## src/rtl/mult_pkg.sv

```systemverilog
// Shared types and constants for the iterative radix-4 Booth multiplier.
package mult_pkg;

    localparam int MULT_WIDTH  = 32;
    localparam int MULT_DIGITS = 17;
    localparam int ACC_WIDTH   = 36;
    localparam int EXT_WIDTH   = MULT_WIDTH + 2;

    typedef enum logic [1:0] {
        IDLE,
        BUSY,
        FINISH,
        DONE
    } state_t;

    typedef enum logic [2:0] {
        DIG_ZERO,
        DIG_POS1,
        DIG_POS2,
        DIG_NEG1,
        DIG_NEG2
    } booth_digit_t;

    // Bits are {MR[1], MR[0], x_minus}.
    function automatic booth_digit_t booth_decode(input logic [2:0] bits);
        booth_digit_t d;
        case (bits)
            3'b001, 3'b010: d = DIG_POS1;
            3'b011:         d = DIG_POS2;
            3'b100:         d = DIG_NEG2;
            3'b101, 3'b110: d = DIG_NEG1;
            default:        d = DIG_ZERO;
        endcase
        return d;
    endfunction

endpackage

```

## src/rtl/booth_digit_sel.sv

```systemverilog
// Radix-4 Booth partial-product selector: picks 0, +-M or +-2M, sign-extended to the
// accumulator width. Negation is returned as invert plus a carry-in for the adder.
module booth_digit_sel
    import mult_pkg::*;
(
    input  logic                 x_plus,
    input  logic                 x,
    input  logic                 x_minus,
    input  logic [EXT_WIDTH-1:0] m,
    output logic [ACC_WIDTH-1:0] pp,
    output logic                 neg
);

    logic [ACC_WIDTH-1:0] m_ext;
    logic [ACC_WIDTH-1:0] m_dbl;

    assign m_ext = {{2{m[EXT_WIDTH-1]}}, m};
    assign m_dbl = {m[EXT_WIDTH-1], m, 1'b0};

    always_comb begin
        pp  = '0;
        neg = 1'b0;
        case (booth_decode({x_plus, x, x_minus}))
            DIG_POS1: pp = m_ext;
            DIG_POS2: pp = m_dbl;
            DIG_NEG1: begin
                pp  = ~m_ext;
                neg = 1'b1;
            end
            DIG_NEG2: begin
                pp  = ~m_dbl;
                neg = 1'b1;
            end
            default:  pp = '0;
        endcase
    end

endmodule

```

## src/rtl/booth_mult_seq.sv

```systemverilog
// Iterative radix-4 Booth multiplier, one digit per clock, 64-bit signed/unsigned product.
// Optional early termination (FINISH state + alignment shifter) with BOOTH_MULT_EARLY_TERM_EN.
module booth_mult_seq
    import mult_pkg::*;
#(
    parameter int WIDTH = MULT_WIDTH
) (
    input  logic               clk,
    input  logic               rst,
    input  logic               in_valid,
    output logic               in_ready,
    input  logic               is_signed,
    input  logic [WIDTH-1:0]   y,
    input  logic [WIDTH-1:0]   x,
    output logic               out_valid,
    input  logic               out_ready,
    output logic [2*WIDTH-1:0] product,
    output logic               busy
);

    localparam int DIGITS = (WIDTH + 2) / 2;

    state_t               state;
    state_t               state_next;
    logic [ACC_WIDTH-1:0] hi;
    logic [EXT_WIDTH-1:0] lo;
    logic [EXT_WIDTH-1:0] mr;
    logic                 x_minus;
    logic [EXT_WIDTH-1:0] m;
    logic [4:0]           count;

    logic [ACC_WIDTH-1:0] pp;
    logic                 neg;
    logic [ACC_WIDTH-1:0] sum;
    logic [ACC_WIDTH-1:0] hi_next;
    logic [EXT_WIDTH-1:0] lo_next;
    logic                 last_step;
    logic                 do_step;
    logic                 et_hit;

    booth_digit_sel u_sel (
        .x_plus  (mr[1]),
        .x       (mr[0]),
        .x_minus (x_minus),
        .m       (m),
        .pp      (pp),
        .neg     (neg)
    );

    assign sum       = hi + pp + {{(ACC_WIDTH-1){1'b0}}, neg};
    assign hi_next   = {{2{sum[ACC_WIDTH-1]}}, sum[ACC_WIDTH-1:2]};
    assign lo_next   = {sum[1:0], lo[EXT_WIDTH-1:2]};
    assign last_step = (count == 5'(DIGITS - 1));

`ifdef BOOTH_MULT_EARLY_TERM_EN
    // All remaining digits are zero once MR and x_minus are pure sign copies.
    assign et_hit = (mr == {EXT_WIDTH{mr[EXT_WIDTH-1]}}) && (x_minus == mr[EXT_WIDTH-1]);

    logic [6:0] fin_shamt;
    assign fin_shamt = 7'(2 * DIGITS) - {1'b0, count, 1'b0};
`else
    assign et_hit = 1'b0;
`endif

    assign do_step = (state == BUSY) && !et_hit;

    always_ff @(posedge clk) begin
        if (rst) state <= IDLE;
        else     state <= state_next;
    end

    always_comb begin
        state_next = state;
        in_ready   = 1'b0;
        out_valid  = 1'b0;
        busy       = 1'b0;
        case (state)
            IDLE: begin
                in_ready = 1'b1;
                if (in_valid) state_next = BUSY;
            end
            BUSY: begin
                busy = 1'b1;
                if (et_hit)         state_next = FINISH;
                else if (last_step) state_next = DONE;
            end
`ifdef BOOTH_MULT_EARLY_TERM_EN
            FINISH: begin
                busy       = 1'b1;
                state_next = DONE;
            end
`endif
            DONE: begin
                out_valid = 1'b1;
                if (out_ready) state_next = IDLE;
            end
            default: state_next = IDLE;
        endcase
    end

    // Datapath: operand capture, one Booth step per BUSY cycle, result register.
    always_ff @(posedge clk) begin
        if (rst) begin
            hi      <= '0;
            lo      <= '0;
            mr      <= '0;
            x_minus <= 1'b0;
            m       <= '0;
            count   <= '0;
            product <= '0;
        end else if (state == IDLE && in_valid) begin
            m       <= {{2{is_signed & y[WIDTH-1]}}, y};
            mr      <= {{2{is_signed & x[WIDTH-1]}}, x};
            x_minus <= 1'b0;
            hi      <= '0;
            lo      <= '0;
            count   <= '0;
        end else if (do_step) begin
            hi      <= hi_next;
            lo      <= lo_next;
            mr      <= {{2{mr[EXT_WIDTH-1]}}, mr[EXT_WIDTH-1:2]};
            x_minus <= mr[1];
            count   <= count + 5'd1;
            if (last_step) product <= {hi_next[2*WIDTH-EXT_WIDTH-1:0], lo_next};
        end
`ifdef BOOTH_MULT_EARLY_TERM_EN
        else if (state == FINISH) begin
            product <= 64'($signed({hi, lo}) >>> fin_shamt);
        end
`endif
    end

endmodule

```

## config.mk

```make
export PLATFORM = sky130hd
export DESIGN_NAME = booth_mult_seq
export DESIGN_NICKNAME = d
export VERILOG_FILES = /design/src/rtl/mult_pkg.sv /design/src/rtl/booth_digit_sel.sv /design/src/rtl/booth_mult_seq.sv
export SDC_FILE = /design/constraint.sdc
export NUM_CORES = 1
export LEC_CHECK = 0
export ABC_AREA = 1
export BUFFER_PORTS_ARGS = -buffer_cell sky130_fd_sc_hd__buf_2
export CAP_MARGIN = 20
export CORE_MARGIN = 10
export CORE_UTILIZATION = 40
export CTS_BUF_LIST = sky130_fd_sc_hd__clkbuf_16
export DETAILED_ROUTE_END_ITERATION = 8
export PLACE_DENSITY = 0.64
export RECOVER_POWER = 100
export SLEW_MARGIN = 25
export SYNTH_ARGS = -nofsm -noshare
export SYNTH_HDL_FRONTEND = slang
export SYNTH_SLANG_ARGS = --single-unit
```

## constraint.sdc

```tcl
create_clock -name clk -period 3.9 [get_ports clk]
set_input_delay 0.78 -clock clk [delete_from_list [all_inputs] [get_ports clk]]
set_output_delay 0.78 -clock clk [all_outputs]
set_load 0.05 [all_outputs]
```

==> out/metrics.csv <==
metric,value,unit
final number of hold-violating endpoints,0,
Cell Int Power,3.87,mW
number of gates resized after cts,0,
number of global-route vias before repair,9489,
power share of the combinational group,0.123,
cell at the root of the clock tree,sky130_fd_sc_hd__clkbuf_16,
max frequency,0.286,GHz
cell accounting for the most synthesized area,sky130_fd_sc_hd__dfxtp_1,
Crit. End Element,register,
Final Core Density,0.470,
period utilisation layout,0.898,
outcome,"complete, but fails checks",
global routing usage on met2,0.264,
cell mode on critical path,sky130_fd_sc_hd__nand2_1,
DRC violation count after routing,0,
starting density of the core,0.409,
# clock sinks,205,
synthesized instance count,1628,
type of the setup path with the least slack,reg -> reg,
average wire per cell in the routed design,15.1,um
residual antenna-violating net count after detailed routing,0,
most used flip-flop cell after synthesis,sky130_fd_sc_hd__dfxtp_1,
clock network fraction of total power,0.454,
worst reg-to-reg setup slack,0.40,ns
actual transition at the worst max-transition pin,2.72,ns
largest stage delay on the critical path,0.42,ns
DIE WIDTH,184,um
share of synthesized area occupied by flip-flops and latches,0.381,
RD Place Congestion,0.960,
fraction of power consumed by sequential logic,0.423,
"FF+latch count, synth",205,
H-tree depth,1,
height of the die,184,um
clock-pin slew on the worst setup and hold paths,0.06,ns
net count after synthesis,1734,
area fraction of the dominant cell type after synthesis,0.381,
crit path time final,3.50,ns
first-pass detailed-route iteration total,6,
cells along the critical path,"nor2_1, inv_1, nor2_4, clkinv_1, o211ai_1, fa_1, inv_1, fa_1, inv_1, nand3_1, nand2_1, nand2_1, nand2_1, nand2_1, nand2_1, nand3_1, nand3_1, nand3_1, nand2_1, inv_1",
via count,10400,
count of flip-flops with a built-in enable after synthesis,0,
global route hottest layer,met1,
count of different cell masters after synthesis,39,
Setup TNS Final,0,ns
# rows,59,
"wirelength, routed",31400,um
share of post-route cells with drive strength above 1,0.0745,
endpoint arrival time on the critical path,3.92,ns
largest driver fanout on the critical path,15,
worst relative slew slack,-0.814,
"FFs w/ async S/R, synth",0,
number of input and output port buffers inserted,135,
maximum count of clock buffers along a single path,3,
startpoint type of the worst setup path,register,
Finish-stage setup viols,0,
static leakage power,5.60,nW
CP Data Required Time,4.31,ns
wire length of the first global-routing pass,50200,um
Core Area,0.0263,mm^2
Final Net Count,1835,
switching power,1.41,mW
TritonCTS clock tree,yes,
met1 GRT Util,0.266,
crit path max-delay cell type,sky130_fd_sc_hd__fa_1,
yosys warns,0,
max-slew violation count,117,
top-count cell post-synth,sky130_fd_sc_hd__nand2_1,
PwrDens,428,mW/mm^2
Area Overhead vs Synth,14.8,%
max-cap violation count,2,
Max rail drop VDD,0.268,mV
Syn Std Cell Area,0.0108,mm^2
largest cells by area after synthesis,"sky130_fd_sc_hd__dfxtp_1 38%, sky130_fd_sc_hd__nand2_1 18%, sky130_fd_sc_hd__nor2_1 6.6%, sky130_fd_sc_hd__inv_1 6.3%, sky130_fd_sc_hd__a21oi_1 5.4%",
CTS Hold Bufs,0,
RSZ-0062 raised after global routing,false,
Switching Fraction,0.268,
die area,0.0339,mm^2
post-detailed-placement half-perimeter wirelength,22900,um
Global Route met3 Usage,0.0324,
number of antenna violations at the first check in global routing,0,
pin count of the biggest net entering global routing,71,
total setup buffers inserted after CTS,0,
violated checks,"capacitance limit, slew limit",
boundary pin count,136,
Post-Synthesis Mean Instance Area,6.61,um^2
Inserted Clock Buffers,24,
ratio of routed vias to standard cells,4.99,
global routing usage summed across all routing layers,0.180,
clock insertion delay at the later pin of the skew report,0.54,ns
diode insertion count for antenna repair,0,
worst-case clock skew,0.0281,ns
worst min path class,reg -> reg,
top cells by instance count after synthesis,"509 x sky130_fd_sc_hd__nand2_1, 205 x sky130_fd_sc_hd__dfxtp_1, 189 x sky130_fd_sc_hd__nor2_1",
residual overflow from global routing,0,
initial detailed-routing violation count,730,
logic make-up (layout without fill, tap and decap cells):
family | count (synthesis) | in the layout | share of synthesized area
buffers and inverters | 263 | 381 | 0.100
and+or+nand+nor | 798 | 798 | 0.295
AOI/OAI and AO/OA | 310 | 310 | 0.167
DFF | 205 | 205 | 0.381
adders and majority gates | 37 | 37 | 0.0444
xor gates and xnor gates | 15 | 15 | 0.0122
worst max-delay path: cells and delay by family, from the launching register on:
family	cells	cell delay, ns
adder cells (fa/ha/maj)	2	0.75
buffers and inverters	5	0.71
flip-flops	1	0.32
AO/OA/AOI/OAI	1	0.29
AND/OR/NAND/NOR	12	1.33
power groups by stage:
stage               logic (mW)  clock network, mW  registers (mW)
finish                   0.649               2.40            2.23
global route             0.733               2.52            2.24
CTS                      0.649               2.45            2.23
detailed placement       0.646                  0            2.28
global placement         0.643                  0            2.28
floorplan                0.466                  0            2.26
stage by stage:
step | std cells | cell area, um^2 | worst slack (ns) | total power, mW | hold WS (ns)
after CTS | 2081 | 12500 | 0.473 | 5.34 | 0.464
after global routing | 2081 | 12400 | 0.0419 | 5.50 | 0.487
after floorplan | 1628 | 10800 | 0.955 | 2.73 | 0.440
final | 2081 | 12400 | 0.399 | 5.28 | 0.464
after global placement | 2038 | 11600 | 0.555 | 2.92 | 0.449
after detailed placement | 2038 | 11600 | 0.502 | 2.93 | 0.454
cells in the final DEF, fill, tap and decap left out, types with 10 or more instances in the layout:
master | netlist | layout
sky130_fd_sc_hd__ha_1 | 35 | 35
sky130_fd_sc_hd__xor2_1 | 11 | 11
sky130_fd_sc_hd__o21ai_0 | 86 | 87
sky130_fd_sc_hd__nand3_1 | 70 | 69
sky130_fd_sc_hd__inv_1 | 180 | 185
sky130_fd_sc_hd__nor2_1 | 189 | 190
sky130_fd_sc_hd__nand2_1 | 509 | 509
sky130_fd_sc_hd__o211ai_1 | 12 | 12
sky130_fd_sc_hd__dfxtp_1 | 205 | 205
sky130_fd_sc_hd__buf_2 | 28 | 67
sky130_fd_sc_hd__a31oi_1 | 32 | 32
sky130_fd_sc_hd__nor3_1 | 12 | 12
sky130_fd_sc_hd__clkbuf_1 | 39 | 70
sky130_fd_sc_hd__buf_4 | 3 | 10
sky130_fd_sc_hd__a221oi_1 | 24 | 24
sky130_fd_sc_hd__clkbuf_16 | 0 | 25
sky130_fd_sc_hd__a21oi_1 | 117 | 117
sky130_fd_sc_hd__o21a_1 | 15 | 15
routing by layer:
metal	part of all wire	vias up
li1	-	5441
met1	0.51	4662
met2	0.41	247
met3	0.060	38
met4	0.017	0
met5	0	-
area by class of cell:
cell class              instances  area [um^2]
clock buffers                  25          626
clock inverters                18          215
fillers                      2786        13900
inverters                     187          702
multi-input cells            1160         5580
flip-flops and latches        205         4100
well taps                     335          419
repair buffers                151          708
state kept, by name, summed over array words and instances, names as in the netlist:
| name | flops |
|---|---|
| hi | 34 |
| lo | 32 |
| product | 64 |
| count | 5 |
| x_minus | 1 |
| m | 33 |
| mr | 34 |
| state | 2 |
worst paths after layout:
check               from     endpoint  cells after the start
min          product[42]  product[42]                      2
min reg2reg  product[42]  product[42]                      2
max              x_minus       hi[26]                     20
max reg2reg      x_minus       hi[26]                     20
No activity file was read; power rests on OpenSTA's default activity.
